===== src/rtl/cdb_arbiter.sv =====
// Common data bus arbiter: buffers ALU and load-store results in per-source FIFOs
// and broadcasts one registered result per cycle, alternating under contention.
module cdb_arbiter #(
  parameter int DATA_W = 32,
  parameter int ROB_W  = 4,
  parameter int DEPTH  = 2
) (
  input  logic              clk,
  input  logic              rst,
  input  logic              rdy,
  input  logic              rollback_flag_from_rob,

  input  logic              alu_valid,
  input  logic [ROB_W-1:0]  alu_rob_id,
  input  logic [DATA_W-1:0] alu_result,
  input  logic              alu_jump,
  input  logic [DATA_W-1:0] alu_target,
  output logic              alu_ready,

  input  logic              ls_valid,
  input  logic [ROB_W-1:0]  ls_rob_id,
  input  logic [DATA_W-1:0] ls_result,
  output logic              ls_ready,

  output logic              cdb_valid,
  output logic [ROB_W-1:0]  cdb_rob_id,
  output logic [DATA_W-1:0] cdb_result,
  output logic              cdb_jump,
  output logic [DATA_W-1:0] cdb_target,
  output logic              cdb_src
);

  localparam int PTR_W = (DEPTH > 1) ? $clog2(DEPTH) : 1;
  localparam int CNT_W = $clog2(DEPTH + 1);
  localparam logic [CNT_W-1:0] FULL = CNT_W'(DEPTH);

  typedef struct packed {
    logic [ROB_W-1:0]  rob_id;
    logic [DATA_W-1:0] result;
    logic              jump;
    logic [DATA_W-1:0] target;
  } entry_t;

  // NOTE: FIFO storage carries no reset; counts and pointers alone decide which slots are live.
  entry_t            alu_mem_q [DEPTH];
  entry_t            alu_mem_d [DEPTH];
  entry_t            ls_mem_q  [DEPTH];
  entry_t            ls_mem_d  [DEPTH];
  logic [PTR_W-1:0]  alu_wr_q, alu_wr_d, alu_rd_q, alu_rd_d;
  logic [PTR_W-1:0]  ls_wr_q, ls_wr_d, ls_rd_q, ls_rd_d;
  logic [CNT_W-1:0]  alu_cnt_q, alu_cnt_d, ls_cnt_q, ls_cnt_d;
  logic              last_grant_q, last_grant_d;
  logic              cdb_valid_q, cdb_valid_d;
  logic              cdb_src_q, cdb_src_d;
  entry_t            cdb_q, cdb_d;

  logic alu_push, ls_push, grant_alu, grant_ls;

  assign alu_ready = rdy & ~rollback_flag_from_rob & (alu_cnt_q != FULL);
  assign ls_ready  = rdy & ~rollback_flag_from_rob & (ls_cnt_q != FULL);

  // Zero ROB ids are handshaken so the producer moves on, but never stored.
  assign alu_push = alu_valid & alu_ready & (alu_rob_id != '0);
  assign ls_push  = ls_valid & ls_ready & (ls_rob_id != '0);

  // last_grant = 1 means LS won last time, so ALU has priority now.
  assign grant_alu = (alu_cnt_q != '0) & ((ls_cnt_q == '0) | last_grant_q);
  assign grant_ls  = (ls_cnt_q != '0) & ~grant_alu;

  always_comb begin
    // NOTE: every *_d is defaulted to its *_q first so no path through this block infers a latch.
    alu_mem_d    = alu_mem_q;
    ls_mem_d     = ls_mem_q;
    alu_wr_d     = alu_wr_q;
    alu_rd_d     = alu_rd_q;
    ls_wr_d      = ls_wr_q;
    ls_rd_d      = ls_rd_q;
    alu_cnt_d    = alu_cnt_q;
    ls_cnt_d     = ls_cnt_q;
    last_grant_d = last_grant_q;
    cdb_valid_d  = cdb_valid_q;
    cdb_src_d    = cdb_src_q;
    cdb_d        = cdb_q;

    if (rst) begin
      alu_wr_d     = '0;
      alu_rd_d     = '0;
      ls_wr_d      = '0;
      ls_rd_d      = '0;
      alu_cnt_d    = '0;
      ls_cnt_d     = '0;
      last_grant_d = 1'b1;
      cdb_valid_d  = 1'b0;
      cdb_src_d    = 1'b0;
      cdb_d        = '0;
    end else if (rollback_flag_from_rob) begin
      alu_wr_d     = '0;
      alu_rd_d     = '0;
      ls_wr_d      = '0;
      ls_rd_d      = '0;
      alu_cnt_d    = '0;
      ls_cnt_d     = '0;
      last_grant_d = 1'b1;
      cdb_valid_d  = 1'b0;
    end else if (rdy) begin
      if (alu_push) begin
        alu_mem_d[alu_wr_q] = '{rob_id: alu_rob_id, result: alu_result,
                                jump: alu_jump, target: alu_target};
        alu_wr_d = alu_wr_q + PTR_W'(1);
      end
      if (ls_push) begin
        ls_mem_d[ls_wr_q] = '{rob_id: ls_rob_id, result: ls_result,
                              jump: 1'b0, target: '0};
        ls_wr_d = ls_wr_q + PTR_W'(1);
      end
      if (grant_alu) begin
        cdb_d     = alu_mem_q[alu_rd_q];
        cdb_src_d = 1'b0;
        alu_rd_d  = alu_rd_q + PTR_W'(1);
      end else if (grant_ls) begin
        cdb_d     = ls_mem_q[ls_rd_q];
        cdb_src_d = 1'b1;
        ls_rd_d   = ls_rd_q + PTR_W'(1);
      end
      alu_cnt_d   = alu_cnt_q + CNT_W'(alu_push) - CNT_W'(grant_alu);
      ls_cnt_d    = ls_cnt_q + CNT_W'(ls_push) - CNT_W'(grant_ls);
      cdb_valid_d = grant_alu | grant_ls;
      if (grant_alu | grant_ls) last_grant_d = grant_ls;
    end
  end

  // NOTE: sequential state uses non-blocking assignments only; blocking stays in always_comb.
  always_ff @(posedge clk) begin
    alu_mem_q    <= alu_mem_d;
    ls_mem_q     <= ls_mem_d;
    alu_wr_q     <= alu_wr_d;
    alu_rd_q     <= alu_rd_d;
    ls_wr_q      <= ls_wr_d;
    ls_rd_q      <= ls_rd_d;
    alu_cnt_q    <= alu_cnt_d;
    ls_cnt_q     <= ls_cnt_d;
    last_grant_q <= last_grant_d;
    cdb_valid_q  <= cdb_valid_d;
    cdb_src_q    <= cdb_src_d;
    cdb_q        <= cdb_d;
  end

  assign cdb_valid  = cdb_valid_q;
  assign cdb_rob_id = cdb_q.rob_id;
  assign cdb_result = cdb_q.result;
  assign cdb_jump   = cdb_q.jump;
  assign cdb_target = cdb_q.target;
  assign cdb_src    = cdb_src_q;

endmodule


===== config.mk =====
export PLATFORM = sky130hd
export DESIGN_NAME = cdb_arbiter
export DESIGN_NICKNAME = d
export VERILOG_FILES = /design/src/rtl/cdb_arbiter.sv
export SDC_FILE = /design/constraint.sdc
export NUM_CORES = 1
export LEC_CHECK = 0
export ABC_AREA = 1
export BUFFER_PORTS_ARGS = -buffer_cell sky130_fd_sc_hd__buf_2
export CORE_ASPECT_RATIO = 1.1
export CORE_MARGIN = 4
export CORE_UTILIZATION = 34
export DETAILED_ROUTE_END_ITERATION = 7
export PLACE_DENSITY = 0.53
export SKIP_CTS_REPAIR_TIMING = 1
export SYNTH_ARGS = -nofsm -noshare
export SYNTH_HDL_FRONTEND = slang
export SYNTH_SLANG_ARGS = --single-unit

===== constraint.sdc =====
create_clock -name clk -period 12.15 [get_ports clk]
set_input_delay 1.215 -clock clk [delete_from_list [all_inputs] [get_ports clk]]
set_output_delay 1.215 -clock clk [all_outputs]
set_load 0.005 [all_outputs]

==> impl_metrics.tcl <==
set metrics [dict create \
    min_period_over_period_pct 27.6 \
    grt_pass1_wl_um 40000 \
    ys_top_cells_by_count "nand2_1 (216), edfxtp_1 (210), nor2_1 (83)" \
    crit_fanout 71 \
    place_area_um2 12400 \
    start_util_pct 34.4 \
    routed.top_layer "met5" \
    cts_tree "done" \
    cp-start-kind "input port" \
    grt_pass1_vias 6920 \
    timing.final.crit_period_ns 3.35 \
    nets 1230 \
    final_antenna_net_count 0 \
    synth_flop_cell "edfxtp_1" \
    die_width_um 180 \
    synth_edf_count 210 \
    vias 7199 \
    dr.pass1.iters 4 \
    antenna_found_initial 5 \
    hold_slack_ns 0.458 \
    synth_area_per_cell_um2 11.7 \
    clk_pin_slew_ns 0.06 \
    ys_ff_latch 290 \
    root_buffer "clkbuf_16" \
    synth_cell_types 29 \
    wl_met3_um 1360 \
    postLayoutCellArea_um2 13400 \
    syn_inst 945 \
    clockBufferDepth 3 \
    crit_path_start "rst" \
    required_ns 12.32 \
    outcome "complete, no violations" \
    synth_top_area_share_pct 56.8 \
    p_leak_nw 5.12 \
    r2r_start "ls_cnt_q[0]" \
    ys.warnings.count 0 \
    endpoint_kind "flop" \
    finalMaxSlewViolations 0 \
    total_power_mw 2.12 \
    die_area_um2 35600 \
    yosysSeqAreaShare_pct 71.2 \
    max-slew-margin-rel_pct 31.0 \
    final_layout_size_suffix_gt1_share_pct 27.6 \
    vias_per_cell 4.59 \
    worstSetupPathType "in2reg" \
    dp_hpwl_um 16100 \
    gp_congestion 0.750 \
    grtUsageTotal_pct 14.3 \
    wl_met2_um 13100 \
    overflow 0 \
    yosys.area.top_type "edfxtp_1" \
    ir_worst_vdd_uv 98.9 \
    drc_errors 0 \
    wl_per_cell_um 16.9 \
    placement_rows 69 \
    met1_length_um 11600 \
    power.density_nw_per_um2 158 \
    setup_tns_ns 0 \
    fmax_mhz 298 \
    utilization_pct 41.6 \
    drv_cap 0 \
    routed_wl_um 26600 \
    rsz0062_at_grt "no" \
    h-tree-depth 1 \
    worst_hold_path_type "reg2reg" \
    synthTopCellsByArea "edfxtp_1 (57%), dfxtp_1 (14%), nand2_1 (7.3%), o211ai_1 (4.9%), or2_2 (3.1%)" \
    synth_area_um2 11100 \
    die_y_um 198 \
    clk_latency_ns 0.56 \
    cts.sinks 290 \
    min_from "cdb_target[24]" \
    portBuffers 183 \
    grt_start_max_net_pins 72 \
    area_delta_synth_final_pct 21.1 \
    drtIter0Drc 391 \
    hold_violations 0 \
    synth.most_common_cell "nand2_1" \
    syn_nets 1059 \
    setup_viol 0 \
    worstMarginPinSlew_ns 1.03 \
    io_pins 184 \
    core_um2 32300 \
    synthArstFlopShare_pct 0 \
    cts_buffers 30 \
    finClkSkew_ns 0.0177 \
    cp.arrival_ns 3.52 \
]
==> routing by layer <==
metal  up-vias  GRT usage [%]
met5         -              0
met3        39           3.24
met1      3419           18.4
met2       152           24.3
met4         4           4.12
li1       3585              -
==> path summary, 6_finish.rpt <==
| path | endpoint | slack (ns) | cells after the start |
|---|---|---|---|
| max | alu_mem_q[102] | 8.80 | 6 |
| min | cdb_target[24] | 0.46 | 2 |
| max reg2reg | alu_cnt_q[1] | 8.92 | 12 |
| min reg2reg | cdb_target[24] | 0.46 | 2 |
==> critical path: stages <==
cell     delay (ns)
buf_2          0.10
buf_4          0.37
nor2_1         0.61
nand2_1        0.21
nor2_4         0.14
buf_4          0.79
==> layout by cell type (no fill, tap or decap), types with 5 or more instances in the layout <==
cell type and count:
buf_4 11, buf_2 183, clkinv_2 10, nand3_1 40
or2_1 17, dfxtp_1 78, bufinv_16 5, inv_1 46
clkbuf_16 32, or2_2 55, a21oi_1 43, edfxtp_1 210
nor2_1 81, nand2_1 216, o211ai_1 72, o21ai_0 7
==> logic make-up after synthesis <==
| group | Yosys count | share of synthesized area (%) |
|---|---|---|
| xor+xnor | 1 | 0.0789 |
| flops | 290 | 71.2 |
| fa+ha+maj | 3 | 0.338 |
| buf+inv | 105 | 4.39 |
| compound gates | 123 | 7.20 |
| simple gates | 423 | 16.8 |
==> flip-flops by register name, summed over array words and instances, names as in the netlist <==
register      count
alu_cnt_q         2
alu_mem_q       138
alu_rd_q          1
alu_wr_q          1
cdb_jump          1
cdb_result       32
cdb_rob_id        4
cdb_src           1
cdb_target       32
cdb_valid         1
last_grant_q      1
ls_cnt_q          2
ls_mem_q         72
ls_rd_q           1
ls_wr_q           1
==> per-stage QoR <==
stage                     setup WS (ns)  cells
final                              8.80   1569
after detailed placement           8.22   1510
after global placement             8.26   1510
after floorplan                    5.07    945
after global routing               8.61   1568
after CTS                          8.79   1566
==> cell type report <==
class	instances	area (µm²)
Clock buffer	37	830
Antenna cell	3	7.51
Multi-Input combinational cell	550	2740
Clock inverter	19	233
Fill cell	3133	18800
Sequential cell	290	7910
Inverter	50	188
Timing Repair Buffer	194	998
Tap cell	426	533
==> power breakdown <==
part           total [mW]  leakage (nW)  internal (mW)  switching [mW]
logic              0.0798          2.05         0.0294          0.0504
registers            1.07          2.54           1.07         0.00464
clock network       0.970         0.531          0.591           0.378
total                2.12          5.12           1.69           0.433
Power figures use the tool's default switching activity.
